$ cat src/rtl/blvds_frame_writer_pkg.sv
// BLVDS frame writer: shared constants and state encoding.
// The uPP reader also imports this package.
package blvds_frame_writer_pkg;

    localparam logic [15:0] SYNC_WORD_DEF   = 16'hA5A5;
    localparam logic [8:0]  FRAME_WORDS_DEF = 9'd256;
    localparam logic [8:0]  TIMEOUT_DEF     = 9'd500;

    typedef enum logic [1:0] {
        ST_HUNT    = 2'd0,
        ST_PAYLOAD = 2'd1,
        ST_DONE    = 2'd2
    } fw_state_e;

    function automatic logic [8:0] sat_inc9(
        input logic [8:0] v,
        input logic [8:0] lim
    );
        return (v >= lim) ? lim : v + 9'd1;
    endfunction

endpackage

$ cat src/rtl/blvds_frame_writer_watchdog.sv
// Payload idle counter: clears on activity, saturates,
// flags expiry on the cycle the count reaches TIMEOUT.
module blvds_frame_writer_watchdog
    import blvds_frame_writer_pkg::*;
#(
    parameter logic [8:0] TIMEOUT = TIMEOUT_DEF
) (
    input  logic clk,
    input  logic rst_n,
    input  logic en,
    input  logic clr,
    output logic expire
);

    logic [8:0] idle_q;
    logic [8:0] idle_d;

    always_comb begin
        idle_d = idle_q;
        if (!en || clr) begin
            idle_d = 9'd0;
        end else begin
            idle_d = sat_inc9(idle_q, TIMEOUT);
        end
    end

    assign expire = en && !clr && (idle_d == TIMEOUT);

    always_ff @(posedge clk or negedge rst_n) begin
        if (!rst_n) begin
            idle_q <= 9'd0;
        end else begin
            idle_q <= idle_d;
        end
    end

endmodule

$ cat src/rtl/blvds_frame_writer.sv
// Hunts for a sync word, forwards a fixed-length payload
// into a FIFO, and signals frame end / overflow / timeout.
module blvds_frame_writer
    import blvds_frame_writer_pkg::*;
#(
    parameter logic [15:0] SYNC_WORD   = SYNC_WORD_DEF,
    parameter logic [8:0]  FRAME_WORDS = FRAME_WORDS_DEF,
    parameter logic [8:0]  TIMEOUT     = TIMEOUT_DEF
) (
    input  logic        iCLK,
    input  logic        iRST_N,
    input  logic [15:0] iDATA,
    input  logic        iVALID,
    input  logic        iFULL,
    output logic [15:0] oDATA,
    output logic        oWR_REQ,
    output logic        oFRAME_END,
    output logic        oOVF,
    output logic        oTMO,
    output logic [15:0] oFRAME_CNT
);

    fw_state_e   state_q;
    fw_state_e   state_d;
    logic [8:0]  wcnt_q;
    logic [8:0]  wcnt_d;
    logic [8:0]  wcnt_inc;
    logic        wr_q;
    logic        wr_d;
    logic [15:0] data_q;
    logic [15:0] data_d;
    logic        ovf_q;
    logic        ovf_d;
    logic        tmo_q;
    logic        tmo_d;
    logic [15:0] frame_cnt_q;
    logic [15:0] frame_cnt_d;
    logic        expire;

    blvds_frame_writer_watchdog #(
        .TIMEOUT (TIMEOUT)
    ) u_watchdog (
        .clk    (iCLK),
        .rst_n  (iRST_N),
        .en     (state_q == ST_PAYLOAD),
        .clr    (iVALID),
        .expire (expire)
    );

    assign wcnt_inc = wcnt_q + 9'd1;

    always_comb begin
        state_d     = state_q;
        wcnt_d      = wcnt_q;
        wr_d        = 1'b0;
        data_d      = data_q;
        ovf_d       = ovf_q;
        tmo_d       = 1'b0;
        frame_cnt_d = frame_cnt_q;
        unique case (state_q)
            ST_HUNT: begin
                if (iVALID && (iDATA == SYNC_WORD)) begin
                    state_d = ST_PAYLOAD;
                    wcnt_d  = 9'd0;
                    ovf_d   = 1'b0;
                end
            end
            ST_PAYLOAD: begin
                if (iVALID) begin
                    wcnt_d = wcnt_inc;
                    if (iFULL) begin
                        ovf_d = 1'b1;
                    end else begin
                        wr_d   = 1'b1;
                        data_d = iDATA;
                    end
                    if (wcnt_inc == FRAME_WORDS) begin
                        state_d = ST_DONE;
                    end
                end else if (expire) begin
                    // partial frame: reader is told to flush
                    state_d = ST_HUNT;
                    tmo_d   = 1'b1;
                end
            end
            ST_DONE: begin
                frame_cnt_d = frame_cnt_q + 16'd1;
                state_d     = ST_HUNT;
            end
            default: begin
                state_d = ST_HUNT;
            end
        endcase
    end

    always_ff @(posedge iCLK or negedge iRST_N) begin
        if (!iRST_N) begin
            state_q     <= ST_HUNT;
            wcnt_q      <= 9'd0;
            wr_q        <= 1'b0;
            data_q      <= 16'd0;
            ovf_q       <= 1'b0;
            tmo_q       <= 1'b0;
            frame_cnt_q <= 16'd0;
        end else begin
            state_q     <= state_d;
            wcnt_q      <= wcnt_d;
            wr_q        <= wr_d;
            data_q      <= data_d;
            ovf_q       <= ovf_d;
            tmo_q       <= tmo_d;
            frame_cnt_q <= frame_cnt_d;
        end
    end

    assign oDATA      = data_q;
    assign oWR_REQ    = wr_q;
    assign oFRAME_END = (state_q == ST_DONE) || tmo_q;
    assign oOVF       = ovf_q;
    assign oTMO       = tmo_q;
    assign oFRAME_CNT = frame_cnt_q;

endmodule

$ cat config.mk
export PLATFORM = sky130hd
export DESIGN_NAME = blvds_frame_writer
export DESIGN_NICKNAME = d
export VERILOG_FILES = /design/src/rtl/blvds_frame_writer_pkg.sv /design/src/rtl/blvds_frame_writer_watchdog.sv /design/src/rtl/blvds_frame_writer.sv
export SDC_FILE = /design/constraint.sdc
export NUM_CORES = 1
export LEC_CHECK = 0
export ABC_AREA = 0
export BUFFER_PORTS_ARGS = -buffer_cell sky130_fd_sc_hd__buf_2
export CAP_MARGIN = 20
export CORE_MARGIN = 2
export CORE_UTILIZATION = 49
export CTS_CLUSTER_SIZE = 12
export DETAILED_ROUTE_END_ITERATION = 16
export PLACE_DENSITY_LB_ADDON = 0.3
export SLEW_MARGIN = 20
export SYNTH_ARGS = -nofsm -noshare
export SYNTH_HDL_FRONTEND = slang
export SYNTH_SLANG_ARGS = --single-unit
$ cat constraint.sdc
create_clock -name iCLK -period 1.7 [get_ports iCLK]
set_input_delay 0.085 -clock iCLK [delete_from_list [all_inputs] [get_ports iCLK]]
set_output_delay 0.085 -clock iCLK [all_outputs]
set_load 0.02 [all_outputs]
=== After elaboration in Yosys (flattened, before gate mapping) ===
Index checks and enable logic that the tools add are counted.

* Mux-type cells: 20
* Reductions and logical operators: 13
* $add $sub $neg: 3
* Bitwise logic cells: 1
* Equality and inequality tests: 10
* $lt $le $gt $ge: 1

{| class="wikitable"
|+ Operators by type and width
! cell !! number
|-
| two-way mux 9 bit || 4
|-
| adder 9 x 1 -> 9 bit (second input constant) || 2
|-
| == test 9 bit (second input constant) || 2
|-
| one-hot mux 9 bit (2 select lines) || 1
|-
| adder 16 x 1 -> 16 bit (second input constant) || 1
|-
| == test 16 bit (second input constant) || 1
|-
| greater-or-equal comparator 9 bit (second input constant) || 1
|-
| two-way mux 1 bit || 9
|-
| AND reduction 3 bit || 3
|-
| two-way mux 2 bit || 4
|-
| != test 2 bit (second input constant) || 3
|-
| != test 3 bit (second input constant) || 2
|-
| one-hot mux 2 bit (2 select lines) || 1
|-
| AND reduction 4 bit || 1
|-
| logical AND 1 bit || 3
|-
| == test 2 x 1 -> 1 bit (second input constant) || 1
|-
| == test 2 bit (second input constant) || 1
|-
| logical NOT 1 bit || 2
|-
| logical NOT 2 bit || 1
|-
| logical OR 1 bit || 2
|-
| one-hot mux 1 bit (2 select lines) || 1
|-
| nonzero test 2 bit || 1
|-
| inverter 1 bit || 1
|}

* Output and inout port bits: 36
* Word-level logic and storage cells: 56
* Input bits: 20
* Register bits: 55

=== Longest topological paths before layout ===
Gate-level depths: netlist (run 1).

* Word-level depth: 9
* Gate-level depth with buffers: 7
* Gate-level depth less buffers: 7

=== Hierarchy ===
From an unflattened synthesis (run 1), not the netlist that was laid out.

* Cells, all modules: 250
* Area total of the unflattened synthesis: 2761.4 um2

{| class="wikitable"
|+ By module, submodules not included
! module !! area an instance (um2) !! cells each !! times used !! seq. area each (um2)
|-
| blvds_frame_writer || 2129.5 || 182 || 1 || 1151.1
|-
| blvds_frame_writer_watchdog || 631.9 || 68 || 1 || 225.2
|}

=== Worst setup path before layout (run 1) ===
Ideal clock, no wire load.

* Kind: register to register
* From: reg wcnt_q[0]
* To: reg state_q[0]
* Clock period less this slack: 1.702 ns
* Setup slack: -0.002 ns
* Library setup time: 0.136 ns
* Stages on the path, launching flop included: 7
* Path buffers: 1
* Required time: 1.564 ns
* Data arrival time: 1.566 ns
* Cells stage by stage: dfrtp_1 -> ha_1 -> and3_1 -> buf_4 -> o41ai_1 -> a41o_1 -> o211ai_1

* Cells in the longest elaborated chain, start to end: 4

{| class="wikitable"
|+ Ends and longest elaborated chain
! what !! RTL line !! source
|-
| start, declared || blvds_frame_writer.sv:25 || <nowiki>logic [8:0] wcnt_q;</nowiki>
|-
| start signal, assigned || blvds_frame_writer.sv:107 || <nowiki>wcnt_q <= wcnt_d;</nowiki>
|-
| adder 9 x 1 -> 9 bit || blvds_frame_writer.sv:50 || <nowiki>assign wcnt_inc = wcnt_q + 9'd1;</nowiki>
|-
| == test 9 bit || blvds_frame_writer.sv:77 || <nowiki>if (wcnt_inc == FRAME_WORDS) begin</nowiki>
|-
| != test 3 bit (no line) || -- ||
|-
| AND reduction 3 bit (no line) || -- ||
|-
| end signal, assigned || blvds_frame_writer.sv:106 || <nowiki>state_q <= state_d;</nowiki>
|-
| end, declared || blvds_frame_writer.sv:23 || <nowiki>fw_state_e state_q;</nowiki>
|}

No other way between the ends.
A chain may end at the register's enable or synchronous reset.

=== Worst setup path in the final report (run 1) ===
* From: reg state_q[1]
* To: reg data_q[8], in the netlist oDATA[8]

* Cells in the longest elaborated chain, start to end: 2

{| class="wikitable"
|+ Ends and longest elaborated chain
! what !! RTL line !! source
|-
| == test 2 x 1 -> 1 bit || blvds_frame_writer.sv:60 || <nowiki>unique case (state_q)</nowiki>
|-
| AND reduction 3 bit (no line) || -- ||
|-
| end signal, assigned || blvds_frame_writer.sv:109 || <nowiki>data_q <= data_d;</nowiki>
|-
| end, declared || blvds_frame_writer.sv:30 || <nowiki>logic [15:0] data_q;</nowiki>
|}

No other way between the ends.

==> out/metrics.yaml, run 1 <==
post_synth_mux_area_share_pct: 7.788
insertion_delay_ns: 0.31
fillers: 466
syn_area_um2: 2715
post-route-min-period_ns: 1.649
antenna_left: 0
cts_made_buffers: 5
floorplan.die.height_um: 78.44
yosys_warnings: 0
syn2layout_area_growth_pct: 28.16
mostFrequentLayoutCells: "55 x sky130_fd_sc_hd__buf_2, 53 x sky130_fd_sc_hd__dfrtp_1, 16 x sky130_fd_sc_hd__nand2_1, 16 x sky130_fd_sc_hd__o21ai_1, 16 x sky130_fd_sc_hd__mux2_1"
placeable_area_um2: 5439
ff_latch_area_um2: 1379
crit_slowest_cell: "sky130_fd_sc_hd__dfrtp_1"
cts_root_buf: "sky130_fd_sc_hd__clkbuf_8"
setup_repair_after_global_routing_missed_its_margin: "yes"
htree_levels: 2
tightest_slew_ns: 0.4351
seq_total_area_yosys_pct: 50.69
tritoncts_clock_tree: "built"
critPathArrivalTime_ns: 1.84
detail_route.wirelength.met1_um: 2487
multi_input_area_um2: 1321
dieWidth_um: 78.44
timing.critical_path.cells: "nand2b_4 > or2_1 > nor2_8 > buf_12 > mux2_1"
hold_path.class: "primary input to flop"
required_time_of_the_critical_path_ns: 1.90
row_count: 27
cts.sinks: 55
clkSlewWorstSetupHoldPaths_ns: 0.10
finalHoldViolCount: 0
post_drt_wl_per_cell_um: 14.39
criticalPathCategory: "flop to flop"
postSynth.topFlopCell: "sky130_fd_sc_hd__dfrtp_1"
routed.top_layer: "met4"
cp-start-kind: "flop"
post_synth_and_or_nand_nor_area_fraction_pct: 19.49
timing.critical_path.fanout_max: 15
timing.hold.worst_path_depth: 2
maxSlewHeadroom_pct: 70.87
syn-instance-count: 241
crit_path_max_incr_delay_ns: 0.43
fraction_of_registers_with_async_set_reset_pct: 100.0
vdd_drop_max_mv: 0.9469
synth.avg_cell_area_um2: 11.27
synth-edff-count: 0
detail_route.iter0.violations: 86
yosys.area_share.adder_pct: 2.304
place.detailed.hpwl_um: 4046
endpoint_kind: "flop"
global_route_wire_length_before_repair_um: 9508
buffer_ports.inserted: 55
report.power.total_mw: 3.469
final.setup_skew_ns: 0.006706
detail_route.first_pass.iterations: 4
drc: 0
outcome: "finished, final reports clean"
viasPerCell: 5.449
main_combinational_cell_family_by_area_after_synthesis: "simple AND/OR/NAND/NOR gates"
syn-num-nets: 266
fp.dieArea_um2: 6153
first_global_vias: 2059
final_worst_path_cycle_share_pct: 97.01
gr-total-overflow: 0
met2_wirelength_um: 2974
ys_seq_elements: 55
num_vias: 2174
synth.distinct_cells: 54
final_common_cell: "sky130_fd_sc_hd__buf_2"
routabilityCongestion: 0.8263
drt_wl_total_um: 5741
grt_antenna_before_repair: 0
crit_family: "simple AND/OR/NAND/NOR gates"
nNetsFinal: 351
synth_compound_gate_area_share_pct: 9.862
final-instance-count-excl-fill: 399
critical_path.n_buffers_inverters: 1
met3_wirelength_um: 193
power.density_cell_area_nw_per_um2: 996.9
drive_gt1_share_pct: 31.50
grtUsageTotal_pct: 19.22
start_util_pct: 49.92
placedCellCount: 373
n_antenna_cell: 0
slew_violations: 0
r2r.worst_path.cells: 5
cp_num_cells: 5
power_leakage_nw: 1.644
clock_tree_buffer_depth: 2
grt_start_max_net_pins: 32
synth_xor_area_share_pct: 7.097
max_freq_ghz: 0.6064
io-pin-count: 56
drv.max_cap_violation_count: 0
report.final.setup_viol: 0
==> report_power, final <==
part	leakage [nW]	switching [mW]	internal, mW
combinational	0.874	0.592	0.423
sequential	0.724	0.140	1.55
clock	0.0467	0.459	0.306
==> what timing repair did <==
| action | CTS | global route |
|---|---|---|
| endpoints found under the hold margin | 69 | 0 |
| pin swaps | 0 | 7 |
| gates resized for setup | 0 | 12 |
| endpoints found under the setup margin | 1 | 28 |
| buffers inserted | 1 | 2 |
| hold buffers | 15 | 0 |
==> state kept, by name, summed over array words and instances (netlist names) <==
name,flops
oDATA,16
oFRAME_CNT,16
oOVF,1
oTMO,1
oWR_REQ,1
state_q,2
u_watchdog.idle_q,9
wcnt_q,9
==> worst paths after layout <==
check	from	end	slack, ns
max in group asynchronous	iRST_N	u_watchdog.idle_q[8]	1.04
setup / recovery	state_q[1]	oDATA[8]	0.05
hold reg to reg	oFRAME_CNT[15]	oFRAME_CNT[15]	0.47
min in group asynchronous	iRST_N	oOVF	0.17
hold / removal	iDATA[5]	oDATA[5]	0.01
setup reg to reg	state_q[1]	oDATA[8]	0.05
==> synth_stat cells (4+ instances only) <==
cell	n	share of area, %
sky130_fd_sc_hd__xor2_1	7	2.3
sky130_fd_sc_hd__dfrtp_1	55	51
sky130_fd_sc_hd__a31oi_1	4	0.92
sky130_fd_sc_hd__buf_4	4	1.1
sky130_fd_sc_hd__nand3_1	12	2.2
sky130_fd_sc_hd__nand4_1	7	1.6
sky130_fd_sc_hd__and3_1	7	1.6
sky130_fd_sc_hd__mux2_1	16	6.6
sky130_fd_sc_hd__nor2_1	12	1.7
sky130_fd_sc_hd__ha_1	5	2.3
sky130_fd_sc_hd__xnor2_1	15	4.8
sky130_fd_sc_hd__nand2_1	16	2.2
sky130_fd_sc_hd__a21oi_1	5	0.92
sky130_fd_sc_hd__nand2b_1	5	1.2
sky130_fd_sc_hd__and4_1	4	1.3
sky130_fd_sc_hd__o21ai_1	16	2.9
sky130_fd_sc_hd__nor3_1	5	0.92
==> area by class of cell <==
cell class,instances,area share (%)
flip-flops and latches,55,39.63
repair buffers,87,16.61
well taps,72,2.589
clock inverters,3,0.7911
clock buffers,5,1.978
inverters,4,0.4315
multi-input cells,173,37.97
==> metal layers <==
layer	track usage [%]	vias up
li1	-	1038
met1	25.62	1077
met2	31.29	52
met3	3.333	7
met4	7.719	0
met5	0	-
==> stage by stage <==
stage,cell area [um^2],setup TNS [ns],util (%),worst slack (ns),hold slack [ns]
after global placement,3146,0,57.83,0.05495,-0.03202
final,3480,0,63.98,0.05081,0.01494
after detailed placement,3146,0,57.83,0.01142,-0.02769
after global routing,3480,-0.07499,63.98,-0.04555,0.006598
after CTS,3400,0,62.50,0.0001708,0.002872
after floorplan,2723,0,-,0.02291,-0.2106
==> kinds of logic (layout without fill, tap and decap cells) <==
kind of cell,Yosys count,in the layout
simple gates,86,86
flops,55,55
compound gates,41,41
xor+xnor,22,22
mux,19,19
buf+inv,13,99
fa+ha+maj,5,5
==> worst reg2reg max path, stage by stage (launching register included) <==
cell                       delay (ns)
sky130_fd_sc_hd__dfrtp_1         0.43
sky130_fd_sc_hd__nand2b_4        0.17
sky130_fd_sc_hd__or2_1           0.30
sky130_fd_sc_hd__nor2_8          0.15
sky130_fd_sc_hd__buf_12          0.15
sky130_fd_sc_hd__mux2_1          0.33
Note: power is estimated with default switching activity, not from simulation.
==> run 2: changes to the inputs <==
Settings changed: CELL_PAD_IN_SITES_DETAIL_PLACEMENT set to 0, CELL_PAD_IN_SITES_GLOBAL_PLACEMENT set to 1, CORE_UTILIZATION 49 to 35.
==> out/metrics.yaml, run 2 (synthesized netlist as in run 1, its figures left out) <==
outcome: "finished, final reports clean"
fillers: 729
n_antenna_cell: 0
row_count: 32
place.detailed.hpwl_um: 4115
hold_path.class: "primary input to flop"
endpoint_kind: "flop"
setup_slack_ns: 0.03288
finalHoldViolCount: 0
r2r-end: "state_q[0]"
drv.max_cap_violation_count: 0
clkSlewWorstSetupHoldPaths_ns: 0.10
hold_end: "oDATA[10]"
worst_hold_startpoint: "iDATA[10]"
num_vias: 2104
grtUsageTotal_pct: 13.66
dieWidth_um: 92.08
max_freq_ghz: 0.5998
drc: 0
setup-tns-final_ns: 0
start_util_pct: 35.69
floorplan.die.height_um: 92.08
antenna_left: 0
final.setup_skew_ns: 0.008931
fp.dieArea_um2: 8478
grt_antenna_before_repair: 0
nNetsFinal: 348
ff_latch_area_um2: 1378
tritoncts_clock_tree: "built"
final_worst_path_cycle_share_pct: 98.07
mostFrequentLayoutCells: "54 x sky130_fd_sc_hd__buf_2, 54 x sky130_fd_sc_hd__dfrtp_1, 18 x sky130_fd_sc_hd__buf_4"
required_time_of_the_critical_path_ns: 1.88
power.density_cell_area_nw_per_um2: 983.8
power_leakage_nw: 1.635
viasPerCell: 4.939
setup_repair_after_global_routing_missed_its_margin: "yes"
grt_start_max_net_pins: 56
io-pin-count: 56
critPathArrivalTime_ns: 1.85
cts_root_buf: "sky130_fd_sc_hd__clkbuf_8"
cts_made_buffers: 5
placeable_area_um2: 7607
cts.sinks: 55
setup.reg_to_reg.worst_slack_ns: 0.03
timing.hold.worst_path_depth: 2
tightest_slew_ns: 0.4924
maxSlewHeadroom_pct: 67.03
gr-total-overflow: 0
post_drt_wl_per_cell_um: 13.50
clock_tree_buffer_depth: 2
rr_startpoint: "u_watchdog.idle_q[0]"
syn2layout_area_growth_pct: 28.29
post-route-min-period_ns: 1.667
cell_area_after_layout_um2: 3483
placed_cell_area_um2: 3213
drive_gt1_share_pct: 31.17
multi_input_area_um2: 1318
global_route_wire_length_before_repair_um: 9301
r2r.worst_path.cells: 6
timing.critical_path.fanout_max: 6
post-place-ws_ns: 0.02104
vdd_drop_max_mv: 0.3691
routabilityCongestion: 0.7416
report.final.setup_viol: 0
criticalPathCategory: "flop to flop"
insertion_delay_ns: 0.31
drt_wl_total_um: 5753
detail_route.first_pass.iterations: 6
report.power.total_mw: 3.427
buffer_ports.inserted: 55
slew_violations: 0
htree_levels: 2
first_global_vias: 1851
detail_route.iter0.violations: 88
cp-start-kind: "flop"
worst_hold_slack_ns: 0.002177
-- run 2: changes by cell type in the layout (fill, tap and decap cells not counted), sizes merged --
| cell | change |
|---|---|
| dlygate4sd3 | -7 |
| buf | +4 |
| clkbuf | +1 |
| inv | -1 |
-- run 2: how the worst max path moves through the flow --
stage / start / to / depth (start not counted)
3_3_place_gp: state_q[1] / oDATA[14] / 4
4_1_cts: u_watchdog.idle_q[1] / state_q[0] / 6
5_1_grt: u_watchdog.idle_q[0] / state_q[0] / 6
3_5_place_dp: u_watchdog.idle_q[1] / state_q[0] / 6
6_report: u_watchdog.idle_q[0] / state_q[0] / 6
2_1_floorplan: wcnt_q[0] / state_q[0] / 7
-- run 2: metal layers --
metal	global-route usage, %	up-vias	part of all wire, %
met2	21.08	46	45
met1	19.56	1015	49
met3	3.040	4	5.1
li1	-	1039	-
met5	0	-	0
met4	3.358	0	0.64
-- run 2: report_power, final --
group          leakage (nW)  internal, mW  switching [mW]
sequential            0.725          1.55           0.134
clock                0.0418         0.297           0.441
combinational         0.868         0.414           0.593
-- run 2: timing repair --
item	in CTS	in global routing
gates resized for setup	0	11
endpoints found under the setup margin	0	7
hold buffers	3	5
hold endpoints to repair	57	5
buffers inserted	0	3
-- run 2: worst max-delay path, cell delays in order (launching register included) --
cell and delay, ns:
sky130_fd_sc_hd__dfrtp_1 0.44, sky130_fd_sc_hd__ha_4 0.20, sky130_fd_sc_hd__xnor2_1 0.13, sky130_fd_sc_hd__nor4b_2 0.28
sky130_fd_sc_hd__o31ai_1 0.12, sky130_fd_sc_hd__nor4_2 0.27, sky130_fd_sc_hd__o211ai_1 0.11
-- run 2: stage by stage --
| step | util [%] | std cells |
|---|---|---|
| global placement | 42.24 | 407 |
| global route | 45.79 | 426 |
| finish | 45.79 | 426 |
| detailed placement | 42.24 | 407 |
| floorplan | - | 241 |
| CTS | 43.80 | 418 |
-- run 2: area by class of cell --
class | count | area share [%]
tap | 102 | 3.664
clock buffer | 6 | 2.083
multi-input combinational | 173 | 37.82
timing repair buffer | 84 | 15.98
inverter | 4 | 0.4310
clock inverter | 2 | 0.4670
sequential | 55 | 39.55
==> run 3: changes to the inputs <==
Clock period 1.7 ns to 1.85 ns, I/O delays scaled along.
==> out/metrics.yaml, run 3 (synthesized netlist as in run 1, its figures left out) <==
cts_root_buf: "sky130_fd_sc_hd__clkbuf_8"
post-route-min-period_ns: 1.745
max_freq_ghz: 0.5730
start_util_pct: 35.69
detail_route.first_pass.iterations: 4
grt_start_max_net_pins: 22
grt_antenna_before_repair: 0
post_drt_wl_per_cell_um: 13.69
finalHoldViolCount: 0
floorplan.die.height_um: 92.08
dieWidth_um: 92.08
final_worst_path_cycle_share_pct: 94.34
timing.critical_path.cells: "ha_2 > xnor2_1 > nor4b_2 > o31ai_1 > nor4_2 > o211ai_1"
antenna_left: 0
setup.reg_to_reg.worst_slack_ns: 0.10
clkSlewWorstSetupHoldPaths_ns: 0.10
cell_area_after_layout_um2: 3244
grtUsageMet1_pct: 19.29
required_time_of_the_critical_path_ns: 2.02
crit_family: "simple AND/OR/NAND/NOR gates"
power.density_cell_area_nw_per_um2: 950.6
drt_wl_total_um: 5598
placeable_area_um2: 7607
buffer_ports.inserted: 55
outcome: "finished, final reports clean"
detail_route.iter0.violations: 69
hold_end: "oDATA[13]"
rr_startpoint: "u_watchdog.idle_q[0]"
power_leakage_nw: 1.543
fillers: 769
first_global_vias: 1996
syn2layout_area_growth_pct: 19.49
hold_path.class: "primary input to flop"
multi_input_area_um2: 1272
fp.dieArea_um2: 8478
grt_util_met3_pct: 2.547
viasPerCell: 5.024
global_route_wire_length_before_repair_um: 9632
report.final.setup_viol: 0
tritoncts_clock_tree: "built"
mostFrequentLayoutCells: "55 x sky130_fd_sc_hd__buf_2, 55 x sky130_fd_sc_hd__dfrtp_1, 16 x sky130_fd_sc_hd__nand2_1, 16 x sky130_fd_sc_hd__o21ai_1, 16 x sky130_fd_sc_hd__mux2_1"
critical_path.n_buffers_inverters: 0
n_antenna_cell: 0
vdd_drop_max_mv: 0.3758
ff_latch_area_um2: 1376
drv.max_cap_violation_count: 0
crit_path_max_incr_delay_ns: 0.44
r2r.worst_path.cells: 6
num_vias: 2055
post-place-ws_ns: 0.1424
final.setup_skew_ns: 0.007732
timing.critical_path.fanout_max: 6
row_count: 32
cp-start-kind: "flop"
cts_made_buffers: 5
worst_hold_slack_ns: 0.006836
nNetsFinal: 331
slew_violations: 0
cts.sinks: 55
crit_slowest_cell: "sky130_fd_sc_hd__dfrtp_1"
timing.hold.worst_path_depth: 2
gr-total-overflow: 0
endpoint_kind: "flop"
worst_hold_startpoint: "iDATA[13]"
place.detailed.hpwl_um: 4260
tightest_slew_ns: 0.4782
io-pin-count: 56
criticalPathCategory: "flop to flop"
critPathArrivalTime_ns: 1.92
maxSlewHeadroom_pct: 68.12
insertion_delay_ns: 0.30
clock_tree_buffer_depth: 2
htree_levels: 2
drc: 0
setup_slack_ns: 0.1048
setup-tns-final_ns: 0
grtUsageTotal_pct: 13.93
routabilityCongestion: 0.7659
placed_cell_area_um2: 3133
grt_busiest_layer: "met2"
r2r-end: "state_q[0]"
use_met2_pct: 22.37
drive_gt1_share_pct: 28.01
## run 3: changes by cell type in the layout (fill, tap and decap cells not counted), sizes merged
cell | before | now
buf | 76 | 66
dlygate4sd3 | 8 | 1
clkinv | 0 | 1
inv | 5 | 4
## run 3: worst max path at each step
| stage | startpoint | endpoint | slack [ns] | depth (start not counted) |
|---|---|---|---|---|
| final | u_watchdog.idle_q[0] | state_q[0] | 0.10 | 6 |
| after global routing | u_watchdog.idle_q[0] | state_q[0] | -0.01 | 6 |
| after CTS | u_watchdog.idle_q[0] | state_q[0] | 0.13 | 6 |
| after detailed placement | u_watchdog.idle_q[0] | state_q[0] | 0.14 | 6 |
| after global placement | u_watchdog.idle_q[0] | state_q[0] | 0.19 | 6 |
| after floorplan | wcnt_q[0] | state_q[0] | 0.15 | 6 |
## run 3: repair_timing
action                                  in CTS  in global routing
hold buffers                                 1                  0
endpoints found under the hold margin       19                  0
resized for setup                            0                  2
endpoints found under the setup margin       0                  1
buffers inserted                             0                  1
## run 3: where the power goes
part	leakage (nW)	total, mW	switching (mW)	internal (mW)
Combinational	0.775	0.890	0.536	0.354
Sequential	0.727	1.55	0.123	1.42
Clock	0.0412	0.649	0.383	0.266
Total	1.54	3.08	1.04	2.04
## run 3: metal layers
metal	wire (um)	part of all wire (%)	up-vias
li1	-	-	1008
met2	2578	46	52
met1	2675	48	986
met3	267	4.8	9
met4	76	1.4	0
met5	0	0	-
## run 3: worst register-to-register path, delay by kind of cell (launching register included)
kind / cells / cell delay (ns)
compound gates: 2 / 0.23
xor+xnor: 1 / 0.14
fa+ha+maj: 1 / 0.25
flops: 1 / 0.44
simple gates: 2 / 0.56
## run 3: stage by stage
step	power [mW]	utilization (%)	instances
6_report	3.084	42.65	409
5_1_grt	3.285	42.65	409
4_1_cts	3.132	42.43	408
3_5_place_dp	2.473	41.18	399
3_3_place_gp	2.460	41.18	399
2_1_floorplan	2.096	-	241
## run 3: cell type report
type                    instances  share of cell area [%]
well taps                     102                   3.934
inverters                       4                  0.4628
clock inverters                 2                  0.3857
repair buffers                 67                   11.34
clock buffers                   6                   2.237
multi-input cells             173                   39.22
flip-flops and latches         55                   42.42
